<file path="src/rtl/leaf_out_sched_pkg.sv">
// Shared packet layout, control opcodes and helpers for the leaf output scheduler.
package leaf_pkg;

    localparam int PACKET_BITS   = 49;
    localparam int PAYLOAD_BITS  = 32;
    localparam int NUM_LEAF_BITS = 5;
    localparam int NUM_PORT_BITS = 4;
    localparam int NUM_ADDR_BITS = 7;

    // Field positions inside a BFT packet: {valid, leaf, port, addr, payload}
    localparam int VALID_BIT = 48;
    localparam int LEAF_LSB  = 43;
    localparam int PORT_LSB  = 39;
    localparam int ADDR_LSB  = 32;

    // Control packets arrive addressed to port 0 of this leaf
    localparam logic [NUM_PORT_BITS-1:0] CTRL_PORT = '0;

    // Control opcode lives in addr[6:5]; the target port index in addr[3:0]
    typedef enum logic [1:0] {
        OP_NOP    = 2'b00,
        OP_CFG    = 2'b01,
        OP_CREDIT = 2'b10,
        OP_RSVD   = 2'b11
    } ctrl_op_e;

    typedef struct packed {
        logic                     valid;
        logic [NUM_LEAF_BITS-1:0] leaf;
        logic [NUM_PORT_BITS-1:0] port;
        logic [NUM_ADDR_BITS-1:0] addr;
        logic [PAYLOAD_BITS-1:0]  payload;
    } packet_t;

    function automatic logic is_ctrl(input logic [PACKET_BITS-1:0] pkt);
        return pkt[VALID_BIT] && (pkt[PORT_LSB +: NUM_PORT_BITS] == CTRL_PORT);
    endfunction

endpackage

</file>
<file path="src/rtl/leaf_out_sched_if.sv">
// BFT link and user-stream signals of the leaf output scheduler.
// slave: the scheduler itself; master: the BFT/user side driving it.
interface leaf_out_sched_if
    import leaf_pkg::*;
#(
    parameter int NUM_OUT_PORTS = 4
) ();

    logic [PACKET_BITS-1:0]                din_leaf_bft2interface;
    logic [PACKET_BITS-1:0]                dout_leaf_interface2bft;
    logic                                  resend;
    logic [NUM_OUT_PORTS*PAYLOAD_BITS-1:0] din_leaf_user2interface;
    logic [NUM_OUT_PORTS-1:0]              vld_user2interface;
    logic [NUM_OUT_PORTS-1:0]              ack_interface2user;

    modport slave (
        input  din_leaf_bft2interface,
        input  resend,
        input  din_leaf_user2interface,
        input  vld_user2interface,
        output dout_leaf_interface2bft,
        output ack_interface2user
    );

    modport master (
        output din_leaf_bft2interface,
        output resend,
        output din_leaf_user2interface,
        output vld_user2interface,
        input  dout_leaf_interface2bft,
        input  ack_interface2user
    );

endinterface

</file>
<file path="src/rtl/leaf_out_sched_rr_arbiter.sv">
// N-way round-robin arbiter. Search starts at the pointer and wraps; the
// pointer moves to one past the winner whenever advance is asserted.
module rr_arbiter
    import leaf_pkg::*;
#(
    parameter int N     = 4,
    parameter int IDX_W = (N > 1) ? $clog2(N) : 1
) (
    input  logic             clk,
    input  logic             rst_n,
    input  logic [N-1:0]     req_i,
    input  logic             advance_i,
    output logic [N-1:0]     grant_o,
    output logic [IDX_W-1:0] idx_o
);

    logic [IDX_W-1:0] ptr_q, ptr_d;
    logic             found;

    // Pick the first requester at or above the pointer, wrapping past N-1
    always_comb begin
        logic [IDX_W:0]   sum;
        logic [IDX_W-1:0] cand;
        grant_o = '0;
        idx_o   = '0;
        found   = 1'b0;
        sum     = '0;
        cand    = '0;
        for (int k = 0; k < N; k++) begin
            sum = {1'b0, ptr_q} + (IDX_W+1)'(k);
            if (sum >= (IDX_W+1)'(N)) begin
                sum = sum - (IDX_W+1)'(N);
            end
            cand = sum[IDX_W-1:0];
            if (!found && req_i[cand]) begin
                found         = 1'b1;
                grant_o[cand] = 1'b1;
                idx_o         = cand;
            end
        end
    end

    // Pointer follows the winner; holds when nothing is granted
    always_comb begin
        ptr_d = ptr_q;
        if (advance_i && found) begin
            if (idx_o == IDX_W'(N-1)) begin
                ptr_d = '0;
            end else begin
                ptr_d = idx_o + IDX_W'(1);
            end
        end
    end

    // Pointer register
    always_ff @(posedge clk or negedge rst_n) begin
        if (!rst_n) begin
            ptr_q <= '0;
        end else begin
            ptr_q <= ptr_d;
        end
    end

endmodule

</file>
<file path="src/rtl/leaf_out_sched.sv">
// Leaf output scheduler: shares the single BFT output link among the user
// output streams. Destinations and credits are programmed by control packets
// arriving on the BFT input; grants are round-robin among eligible ports.
module leaf_out_sched
    import leaf_pkg::*;
#(
    parameter int NUM_OUT_PORTS         = 4,
    parameter int CREDIT_BITS           = 9,
    parameter int FREESPACE_UPDATE_SIZE = 64
) (
    input  logic             clk,
    input  logic             reset,
    leaf_out_sched_if.slave  bus
);

    localparam int IDX_W = (NUM_OUT_PORTS > 1) ? $clog2(NUM_OUT_PORTS) : 1;
    localparam logic [CREDIT_BITS-1:0] CREDIT_MAX  = '1;
    localparam logic [CREDIT_BITS-1:0] CREDIT_INIT = CREDIT_BITS'(FREESPACE_UPDATE_SIZE);

    logic [NUM_LEAF_BITS-1:0] dest_leaf_q [NUM_OUT_PORTS];
    logic [NUM_LEAF_BITS-1:0] dest_leaf_d [NUM_OUT_PORTS];
    logic [NUM_PORT_BITS-1:0] dest_port_q [NUM_OUT_PORTS];
    logic [NUM_PORT_BITS-1:0] dest_port_d [NUM_OUT_PORTS];
    logic [CREDIT_BITS-1:0]   credit_q    [NUM_OUT_PORTS];
    logic [CREDIT_BITS-1:0]   credit_d    [NUM_OUT_PORTS];
    logic [NUM_ADDR_BITS-1:0] seq_q       [NUM_OUT_PORTS];
    logic [NUM_ADDR_BITS-1:0] seq_d       [NUM_OUT_PORTS];
    logic [NUM_OUT_PORTS-1:0] cfg_valid_q, cfg_valid_d;
    packet_t                  dout_q, dout_d;
    packet_t                  last_q, last_d;

    logic                     ctrl_hit;
    ctrl_op_e                 ctrl_op;
    logic [3:0]               ctrl_sel;
    logic [CREDIT_BITS-1:0]   credit_add;
    logic [NUM_OUT_PORTS-1:0] cfg_wr, credit_wr;
    logic [NUM_OUT_PORTS-1:0] eligible, grant;
    logic [IDX_W-1:0]         gnt_idx;
    logic                     any_grant;
    logic [PAYLOAD_BITS-1:0]  pkt_data;
    packet_t                  out_pkt;

    // Control packet decode; port indexes beyond the stream count never match
    always_comb begin
        ctrl_hit   = is_ctrl(bus.din_leaf_bft2interface);
        ctrl_op    = ctrl_op_e'(bus.din_leaf_bft2interface[ADDR_LSB+5 +: 2]);
        ctrl_sel   = bus.din_leaf_bft2interface[ADDR_LSB +: 4];
        credit_add = bus.din_leaf_bft2interface[CREDIT_BITS-1:0];
        cfg_wr     = '0;
        credit_wr  = '0;
        for (int i = 0; i < NUM_OUT_PORTS; i++) begin
            cfg_wr[i]    = ctrl_hit && (ctrl_op == OP_CFG)    && (ctrl_sel == 4'(i));
            credit_wr[i] = ctrl_hit && (ctrl_op == OP_CREDIT) && (ctrl_sel == 4'(i));
        end
    end

    // A port may compete only when configured, holding credit, and the link is not stalled
    always_comb begin
        eligible = '0;
        for (int i = 0; i < NUM_OUT_PORTS; i++) begin
            eligible[i] = bus.vld_user2interface[i] && cfg_valid_q[i]
                          && (credit_q[i] != '0) && !bus.resend;
        end
    end

    rr_arbiter #(
        .N     (NUM_OUT_PORTS),
        .IDX_W (IDX_W)
    ) u_arb (
        .clk       (clk),
        .rst_n     (reset),
        .req_i     (eligible),
        .advance_i (any_grant),
        .grant_o   (grant),
        .idx_o     (gnt_idx)
    );

    assign any_grant = |grant;

    // Assemble the winner's packet from registered destination and sequence state
    always_comb begin
        pkt_data = '0;
        for (int i = 0; i < NUM_OUT_PORTS; i++) begin
            if (grant[i]) begin
                pkt_data = bus.din_leaf_user2interface[i*PAYLOAD_BITS +: PAYLOAD_BITS];
            end
        end
        out_pkt.valid   = 1'b1;
        out_pkt.leaf    = dest_leaf_q[gnt_idx];
        out_pkt.port    = dest_port_q[gnt_idx];
        out_pkt.addr    = seq_q[gnt_idx];
        out_pkt.payload = pkt_data;
    end

    // Next state of the per-port register files and the output link
    always_comb begin
        for (int i = 0; i < NUM_OUT_PORTS; i++) begin
            dest_leaf_d[i] = dest_leaf_q[i];
            dest_port_d[i] = dest_port_q[i];
            credit_d[i]    = credit_q[i];
            seq_d[i]       = seq_q[i];
            if (cfg_wr[i]) begin
                dest_leaf_d[i] = bus.din_leaf_bft2interface[4 +: NUM_LEAF_BITS];
                dest_port_d[i] = bus.din_leaf_bft2interface[0 +: NUM_PORT_BITS];
            end
            // Saturate the top-up first, then charge a same-cycle grant
            if (credit_wr[i]) begin
                credit_d[i] = sat_add(credit_q[i], credit_add);
            end
            if (grant[i]) begin
                credit_d[i] = credit_d[i] - CREDIT_BITS'(1);
                seq_d[i]    = seq_q[i] + NUM_ADDR_BITS'(1);
            end
        end
        cfg_valid_d = cfg_valid_q | cfg_wr;
        last_d      = any_grant ? out_pkt : last_q;
        if (bus.resend) begin
            dout_d = last_q;
        end else if (any_grant) begin
            dout_d = out_pkt;
        end else begin
            dout_d = '0;
        end
    end

    // State registers
    always_ff @(posedge clk or negedge reset) begin
        if (!reset) begin
            for (int i = 0; i < NUM_OUT_PORTS; i++) begin
                dest_leaf_q[i] <= '0;
                dest_port_q[i] <= '0;
                credit_q[i]    <= CREDIT_INIT;
                seq_q[i]       <= '0;
            end
            cfg_valid_q <= '0;
            dout_q      <= '0;
            last_q      <= '0;
        end else begin
            for (int i = 0; i < NUM_OUT_PORTS; i++) begin
                dest_leaf_q[i] <= dest_leaf_d[i];
                dest_port_q[i] <= dest_port_d[i];
                credit_q[i]    <= credit_d[i];
                seq_q[i]       <= seq_d[i];
            end
            cfg_valid_q <= cfg_valid_d;
            dout_q      <= dout_d;
            last_q      <= last_d;
        end
    end

    assign bus.dout_leaf_interface2bft = dout_q;
    assign bus.ack_interface2user      = grant;

    function automatic logic [CREDIT_BITS-1:0] sat_add(input logic [CREDIT_BITS-1:0] a,
                                                       input logic [CREDIT_BITS-1:0] b);
        logic [CREDIT_BITS:0] s;
        s = {1'b0, a} + {1'b0, b};
        return s[CREDIT_BITS] ? CREDIT_MAX : s[CREDIT_BITS-1:0];
    endfunction

endmodule

</file>
<file path="src/flat_wrapper.sv">
// flat-port wrapper written by rule: the top's interface ports become plain ports
module leaf_out_sched_flat import leaf_pkg::*;
#(
    parameter int NUM_OUT_PORTS         = 4,
    parameter int CREDIT_BITS           = 9,
    parameter int FREESPACE_UPDATE_SIZE = 64
)
  (clk, reset, bus_din_leaf_bft2interface, bus_resend, bus_din_leaf_user2interface, bus_vld_user2interface, bus_dout_leaf_interface2bft, bus_ack_interface2user);
  leaf_out_sched_if #(.NUM_OUT_PORTS(NUM_OUT_PORTS)) bus_i ();
  input  logic clk;
  input  logic reset;
  input wire logic [$bits(bus_i.din_leaf_bft2interface)-1:0] bus_din_leaf_bft2interface;
  input wire logic [$bits(bus_i.resend)-1:0] bus_resend;
  input wire logic [$bits(bus_i.din_leaf_user2interface)-1:0] bus_din_leaf_user2interface;
  input wire logic [$bits(bus_i.vld_user2interface)-1:0] bus_vld_user2interface;
  output wire logic [$bits(bus_i.dout_leaf_interface2bft)-1:0] bus_dout_leaf_interface2bft;
  output wire logic [$bits(bus_i.ack_interface2user)-1:0] bus_ack_interface2user;
  assign bus_i.din_leaf_bft2interface = bus_din_leaf_bft2interface;
  assign bus_i.resend = bus_resend;
  assign bus_i.din_leaf_user2interface = bus_din_leaf_user2interface;
  assign bus_i.vld_user2interface = bus_vld_user2interface;
  assign bus_dout_leaf_interface2bft = bus_i.dout_leaf_interface2bft;
  assign bus_ack_interface2user = bus_i.ack_interface2user;
  leaf_out_sched #(.NUM_OUT_PORTS(NUM_OUT_PORTS), .CREDIT_BITS(CREDIT_BITS), .FREESPACE_UPDATE_SIZE(FREESPACE_UPDATE_SIZE)) u_core (.clk(clk), .reset(reset), .bus(bus_i));
endmodule
</file>
<file path="config.mk">
export PLATFORM = sky130hd
export DESIGN_NAME = leaf_out_sched_flat
export DESIGN_NICKNAME = d
export VERILOG_FILES = /design/src/rtl/leaf_out_sched_pkg.sv /design/src/rtl/leaf_out_sched_if.sv /design/src/rtl/leaf_out_sched_rr_arbiter.sv /design/src/rtl/leaf_out_sched.sv /design/src/flat_wrapper.sv
export SDC_FILE = /design/constraint.sdc
export NUM_CORES = 1
export LEC_CHECK = 0
export ABC_AREA = 1
export BUFFER_PORTS_ARGS = -buffer_cell sky130_fd_sc_hd__buf_2
export CAP_MARGIN = 20
export CELL_PAD_IN_SITES_DETAIL_PLACEMENT = 2
export CELL_PAD_IN_SITES_GLOBAL_PLACEMENT = 2
export CORE_UTILIZATION = 29
export DETAILED_ROUTE_END_ITERATION = 12
export PLACE_DENSITY_LB_ADDON = 0.1
export RECOVER_POWER = 25
export SKIP_LAST_GASP = 1
export SLEW_MARGIN = 20
export SYNTH_ARGS = -nofsm -noshare
export SYNTH_HDL_FRONTEND = slang
export SYNTH_HIERARCHICAL = 1
export SYNTH_SLANG_ARGS = --single-unit
</file>
<file path="constraint.sdc">
create_clock -name clk -period 4.2 [get_ports clk]
set_input_delay 1.26 -clock clk [delete_from_list [all_inputs] [get_ports clk]]
set_output_delay 1.26 -clock clk [all_outputs]
set_load 0.02 [all_outputs]
</file>
==> flow_results.org, run 1 <==
** Timing
- Clock Skews :: 0.0147 ns
- Smallest setup slack after layout :: between 0.06 and 0.07 ns
- Tightest slew margin relative to the limit :: -88.1%
- Derived from the worst setup path, the maximum achievable clock frequency is about 240 MHz.
- Final critical-path share of the clock period :: just under 100%
- The final hold violation count was 0.
- Slew Limit Fails :: 105
- Setup violations remaining at the end of the flow were counted as 0.
- The worst path in the final design needs a cycle of 4.13 ns, including I/O delays and setup.
- Setup total negative slack on the finished layout was measured at 0 ns.
- Worst slew pin tran :: around 2.8 ns

** GRT
- The via count of the first global-routing pass was 13300.
- The first global-routing pass estimated 71200 um of wire.
- Maximum number of pins on one net before global-route repair :: 107
- The initial antenna violation count came to 0.
- Global route total overflow :: 0
- Global routing consumed, over all layers together, 20.2% of the routing resources.

** Power and ir drop
- For this design the ratio of total power to cell area is about 1000 mW/mm^2.
- In this run the static leakage power is between 8 and 9 nW.
- Largest voltage drop on the vdd net :: 401 uV
- Total power draw :: 15.9 mW

** Layout
- From synthesis to final layout, the design area changed by 26.8%.
- Diodes inserted :: 0
- Filler cells :: 4960
- Number of nets at the end of the flow :: 2132
- Final Instance Area :: between 0.015 and 0.02 mm^2
- In the final layout, the share of cells above drive strength 1 is between 20% and 30%.

** Drt
- Via count :: 12100
- Vias per cell :: 4.86
- For this block, the routed nets add up to 44300 um of wire.
- After detailed routing, the average wire length per cell comes to 17.8 um.
- DRC marker count from the first detailed-route iteration :: 393
- Number of remaining DRC errors :: 0
- Initial DRT Pass Iterations :: 5
- The count of nets left with antenna violations once routing finished came out at 0.

** Logic synthesis
- Primary FF master, synth :: dfrtp_1
- After synthesis, the largest family of logic cells by area is simple AND/OR/NAND/NOR gates.
- Top cell type's share of synthesized area :: ~40%
- Number of warning messages in the yosys log :: 6
- Share of cell area taken by muxes after synthesis :: 0.239%
- Post-synthesis share of cell area spent on xor and xnor gates :: under 10%
- Counting flops with an async set or reset pin after synthesis yields a share of 100%.
- The number of nets in the synthesized netlist is 1870.
- Synthesized-area fraction occupied by and/or/nand/nor cells :: around 28%
- Leading cell type by number of instances after synthesis :: nand2_1
- Yosys mapped a number of flops with a built-in enable equal to 0.
- Of the total synthesized cell area, the portion taken by full adders, half adders and majority gates is 5.52%.
- Register bit count reported by yosys :: 204
- The synthesized netlist contains about 50 unique library cells.
- Compound-cell area share of the yosys netlist :: 15.0%
- Post-synthesis cell count :: 1633
- Post-Synthesis Cell Area :: 0.0126 mm^2
- Leading post-synthesis cells by instance count :: nand2_1, dfrtp_1, inv_1
- Dividing the synthesized area by the synthesized cell count gives between 7 and 8 um^2.
- Ranking of synthesized cells by area :: dfrtp_1, nand2_1, inv_1
- Sequential area share after synthesis :: 40.7%
- The synthesized design spends more area on one cell type than any other, namely dfrtp_1.

** Critical path
- STA puts the critical path data arrival time at 2.87 ns.
- The worst setup path is captured at an output port.
- The worst setup path is launched from an input pin.
- By startpoint and endpoint, the worst setup path is classified as in2out.
- Data required time at the worst endpoint :: 2.94 ns
- Of all nets on the critical path, the largest fanout is 5.

** Placed design
- Summing all placed instances gives a cell area of 0.0149 mm^2.
- Worst setup timing slack at the placement stage :: -0.501 ns
- Routability-driven placement finished with a final weighted congestion of 0.790.
- After legalization and detailed placement, the total HPWL measured 33800 um.
- During placement, the flow inserted port buffers numbering 207.

** Clock tree
- Number of buffers on the longest clock path :: 3
- For this design, the CTS-stage hold fixing added 0 buffers.
- CTS saw 204 sinks.
- After clock tree synthesis, the clock-pin slew on the worst setup and hold paths is 0.06 ns.
- In this run the clock root is driven by a clkbuf_16.
- TritonCTS built the clock tree.
- For the worst-skew pair, the clock arrives at the later sink with an insertion delay of between 0.5 and 0.6 ns.
- CTS Buf Count :: 26
- H-tree depth :: 1

** Outcome
- The flow ran to the end, but the final reports show violations.
- Violations in the final reports :: capacitance limit, slew limit

** Floorplan
- In this run the count of I/O pins placed on the die edge is 237.
- Area of the placeable core :: 0.0423 mm^2
- The die covers roughly 0.044 mm^2.
- Measured along the y axis, the die boundary spans about 210 um.
- X dimension of the die :: about 210 um
- Starting density of the core :: 29.7%
- Site Rows :: 75

** Min path
- In this run the worst hold path is classified as reg2reg.

** Job
- Count of max-cap constraint violations :: 1
-- report_power, final --
| group | total, mW | leakage [nW] | internal [mW] | switching (mW) |
|---|---|---|---|---|
| Clock | 2.13 | 0.391 | 1.24 | 0.892 |
| Combinational | 10.5 | 5.12 | 4.10 | 6.40 |
| Sequential | 3.24 | 2.54 | 2.81 | 0.432 |
| Total | 15.9 | 8.05 | 8.15 | 7.73 |
-- layer usage --
| layer | track usage, % | vias up | wire length (um) |
|---|---|---|---|
| met5 | 0 | - | 0 |
| met1 | 25.7 | 6027 | 20100 |
| li1 | - | 5871 | - |
| met4 | 4.73 | 0 | 848 |
| met3 | 1.95 | 59 | 922 |
| met2 | 36.8 | 141 | 22500 |
-- placed cells by master (no fill, tap or decap), drive strengths merged, types with 17 or more instances in the layout --
cell,instances
nand2,503
buf,290
dfrtp,200
inv,195
o21ai,141
nor2,115
nand3,76
ha,49
clkbuf,39
xor2,37
a21oi,35
o21bai,33
a221oi,32
o31ai,32
nand4,26
nand3b,19
or2,17
-- what timing repair did --
item	CTS	global route
pin swaps	8	7
gates resized for setup	28	16
endpoints found under the setup margin	4	4
setup buffers	3	4
-- final timing paths --
check	from	end	slack [ns]	cells past startpoint
min in group asynchronous	reset	u_core/bus.dout_leaf_interface2bft[41]$_DFF_PN0_	1.58	1
worst max register to register	u_core/credit_q[34]$_DFF_PN0_	u_core/bus.dout_leaf_interface2bft[2]$_DFF_PN0_	0.38	22
worst min register to register	u_core/seq_q[27]$_DFFE_PN0P_	u_core/seq_q[27]$_DFFE_PN0P_	0.47	1
worst max-delay path	bus_resend	bus_ack_interface2user[0]	0.07	13
worst min-delay path	u_core/seq_q[27]$_DFFE_PN0P_	u_core/seq_q[27]$_DFFE_PN0P_	0.47	1
max in group asynchronous	reset	u_core/bus.dout_leaf_interface2bft[7]$_DFF_PN0_	0.95	1
-- stage by stage --
stage	util [%]	instances	hold WS [ns]
2_1_floorplan	-	1633	0.434
3_3_place_gp	35.2	2439	0.448
3_5_place_dp	35.2	2439	0.457
4_1_cts	37.5	2489	0.469
5_1_grt	37.6	2491	0.497
6_report	37.6	2491	0.467
-- logic make-up after synthesis --
group	Yosys count
XOR/XNOR	45
flip-flops	204
AND/OR/NAND/NOR	771
AO/OA/AOI/OAI	301
buffers and inverters	256
multiplexers	3
adder cells (fa/ha/maj)	53
-- flip-flops by register name, summed over array words and instances (netlist names), named ones only --
signal / flops
u_core/bus.dout_leaf_interface2bft: 49
u_core/last_q: 49
u_core/credit_q: 36
u_core/seq_q: 28
u_core/dest_leaf_q: 20
u_core/dest_port_q: 16
u_core/cfg_valid_q: 4
u_core/u_arb/ptr_q: 1
-- worst max-delay path, cell delays in order --
cell and delay [ns]:
buf_8 0.11, clkinv_8 0.06, buf_4 0.11, nand3_2 0.06, a31oi_2 0.28, inv_1 0.09
nand2_2 0.08, nand3_2 0.09, nand2_4 0.11, nor2_4 0.07, a22oi_2 0.21, o221ai_4 0.16
buf_6 0.16
-- final cells by class --
cell class	count	area, um^2	area share (%)
clock inverters	9	83.8	0.527
well taps	577	722	4.54
flip-flops and latches	204	5110	32.1
multi-input cells	1173	6670	41.9
clock buffers	38	716	4.50
inverters	199	762	4.79
repair buffers	291	1850	11.6
Power figures use the tool's default switching activity.
==> inputs of run 2 (changes only) <==
--- a/config.mk
+++ b/config.mk
@@ -11,6 +11,7 @@
 export CELL_PAD_IN_SITES_DETAIL_PLACEMENT = 2
 export CELL_PAD_IN_SITES_GLOBAL_PLACEMENT = 2
 export CORE_UTILIZATION = 29
+export CTS_BUF_LIST = sky130_fd_sc_hd__clkbuf_8 sky130_fd_sc_hd__clkbuf_16
 export DETAILED_ROUTE_END_ITERATION = 12
 export PLACE_DENSITY_LB_ADDON = 0.1
 export RECOVER_POWER = 25
==> run 2 against run 1 <==
The run still ends with capacitance limit, slew limit left. Core utilization is the same. Sequential power is essentially flat. Final cell count is the same. Global-route usage is essentially flat. Setup slack gained 0.017 ns. Wire length is essentially flat. First-iteration DRC count shrank 0.51%. Fmax grew 0.40%. Sequential share of layout area is the same. Critical endpoint unchanged. Highest routed layer unchanged.
==> flow_results.org, run 2 (synthesis gave the netlist of run 1 again) <==
** Clock tree
- Clock root buffer :: clkbuf_16
- TritonCTS built the clock tree.
- CTS built an H-tree with a depth of 1.
- Number of buffers on the longest clock path :: 3
- TritonCTS created 26 clock buffers.
- After clock tree synthesis, the clock-pin slew on the worst setup and hold paths is 0.06 ns.
- For this design, the CTS-stage hold fixing added 0 buffers.
- For the worst-skew pair, the clock arrives at the later sink with an insertion delay of 0.55 ns.
- Clock sink total :: 204

** Power and ir drop
- Of the total power, the share spent switching nets is 48.8%.
- VDD sags by at most 405 uV.
- Leakage power summed over all cells :: ~8.1 nW
- Per report_power, the clock group accounts for around an eighth of the total.
- Internal power :: 8.12 mW
- In this run the power density over the cells is roughly 1000 mW/mm^2.
- The analysis attributes to net switching a power of 7.73 mW.
- Registers are responsible for 20.5% of the overall power.
- Gate power share :: 66.2%

** Critical path
- STA classifies the critical path endpoint as an output port.
- In this design, the stage delay of the slowest critical-path cell is 0.27 ns.
- The cell family contributing the most delay on the critical path is compound AO/OA/AOI/OAI gates.
- Data arrival time at the worst-slack endpoint :: 2.85 ns
- Data required time at the worst endpoint :: approximately 3 ns
- Category of the most critical setup path :: in2out
- Worst Path Buf+Inv :: 5
- Worst-path maximum fanout :: 5
- Traced cell by cell, the critical path runs through buf_8 > clkinv_8 > buf_4 > nand3_2 > a31oi_2 > inv_1 > nand2_2 > nand3_2 > nand2_4 > nor2_4 > a22oi_2 > o221ai_4 > buf_6.
- Most frequent CP cell :: nand3_2
- STA classifies the critical path startpoint as an input pin.
- Worst-path cell with the longest stage delay :: a31oi_2

** Placed design
- Routability congestion estimate from global placement :: 0.790
- Total half-perimeter wirelength after legalization and detailed placement :: 33800 um
- Count of port buffers added during placement :: 207

** Floorplan
- Starting density of the core :: 29.7%
- From bottom edge to top edge, the die measures 210 um.
- Area of the placeable core :: 0.0423 mm^2
- I/O pin cnt :: 237
- The floorplan step defined a die boundary enclosing 0.0441 mm^2.
- Site Rows :: 75
- The die is 210 um wide.

** Drt
- Wires add up to 44300 um.
- Dividing the detail-routed wire length by the instance count gives between 15 and 20 um.
- Using the TritonRoute via totals, the vias-per-cell ratio works out to about 5.
- DRC marker count from the first detailed-route iteration :: 391
- The count of nets left with antenna violations once routing finished came out at 0.
- For this block, the via count after detailed routing is between 10000 and 15000.
- Number of remaining DRC errors :: 0
- Initial DRT Pass Iterations :: 4

** Layout
- For this run, the post-layout net count is 2132.
- Area growth, synth to finish :: 26.8%
- Highest-count cells in the layout ignoring fill and taps :: nand2_1, buf_2, dfrtp_1, inv_1, o21ai_0
- 0 antenna diodes ended up in the layout.
- Most common cell after layout, fill and taps aside :: nand2_1
- In the final layout, the share of cells above drive strength 1 is 23.1%.
- Final Util :: 37.6%

** GRT
- The initial antenna violation count came to 0.
- Entering global routing, the biggest net connects 107 pins.
- The via count of the first global-routing pass was roughly 13000.
- The first global-routing pass estimated slightly above 70000 um of wire.
- Summed over all layers, the global routing overflow is 0.
- Overall fraction of global-route tracks in use :: 20.2%

** Timing
- Worst slew pin tran :: 2.83 ns
- Final critical-path required period :: 4.11 ns
- The worst pin sits at a relative slew slack of -88.5%.
- The final hold violation count came to 0.
- Timing would allow up to 243 MHz.
- Setup violations remaining at the end of the flow were counted as 0.
- Final critical-path share of the clock period :: between 90% and 100%
- Worst hold slack across all endpoints :: between 0.4 and 0.5 ns
- Slew Limit Fails :: 105
- Clock Skews :: 0.0145 ns

** Outcome
- Violations in the final reports :: capacitance limit, slew limit
- Outcome :: finished with violations

** Min path
- Classification of the worst-slack hold path :: reg2reg

** Job
- Across the run, the number of max-cap violations was 1.
==> run 2: changes by cell type in the layout (fill, tap and decap cells not counted), sizes merged <==
cell	previous run	this run
clkbuf	39	29
inv	195	205
==> run 2: final timing paths <==
path	start	endpoint	slack, ns	cells after the start
min in group asynchronous	reset	u_core/bus.dout_leaf_interface2bft[41]$_DFF_PN0_	1.58	1
max in group asynchronous	reset	u_core/bus.dout_leaf_interface2bft[7]$_DFF_PN0_	0.94	1
worst min-delay path	u_core/seq_q[27]$_DFFE_PN0P_	u_core/seq_q[27]$_DFFE_PN0P_	0.47	1
worst max register to register	u_core/credit_q[34]$_DFF_PN0_	u_core/bus.dout_leaf_interface2bft[2]$_DFF_PN0_	0.37	22
worst max-delay path	bus_resend	bus_ack_interface2user[0]	0.09	13
worst min register to register	u_core/seq_q[27]$_DFFE_PN0P_	u_core/seq_q[27]$_DFFE_PN0P_	0.47	1
==> run 2: power groups by stage <==
| stage | Combinational [mW] | Sequential, mW | Clock [mW] |
|---|---|---|---|
| floorplan | 6.16 | 3.39 | 0 |
| global placement | 9.92 | 3.25 | 0 |
| detailed placement | 10.3 | 3.28 | 0 |
| CTS | 10.6 | 3.26 | 2.19 |
| global route | 11.7 | 3.33 | 2.25 |
| finish | 10.5 | 3.24 | 2.11 |
==> run 2: area by class of cell <==
class	count	area, um^2
Clock buffer	28	678
Clock inverter	19	121
Fill cell	4960	26400
Inverter	199	762
Multi-Input combinational cell	1173	6670
Sequential cell	204	5110
Tap cell	577	722
Timing Repair Buffer	291	1850
==> run 2: what timing repair did <==
action / CTS / global route
pin swaps: 8 / 7
gates resized for setup: 28 / 16
setup endpoints to repair: 4 / 4
buffers inserted: 3 / 4
==> run 2: stage by stage <==
step | total power [mW] | instances | setup TNS [ns] | worst slack [ns] | instance area (um^2)
after floorplan | 9.55 | 1633 | 0 | 0.0194 | 12600
after global placement | 13.2 | 2439 | -21.13 | -0.427 | 14900
after detailed placement | 13.6 | 2439 | -30.25 | -0.501 | 14900
after CTS | 16.1 | 2489 | -0.0102 | -0.0102 | 15900
after global routing | 17.3 | 2491 | -0.119 | -0.0382 | 15900
final | 15.9 | 2491 | 0 | 0.0864 | 15900
==> run 2: per-layer routing <==
metal | track usage, % | part of all wire (%)
met1 | 25.7 | 45
met4 | 4.73 | 1.9
met5 | 0 | 0
met2 | 36.8 | 51
met3 | 1.95 | 2.3
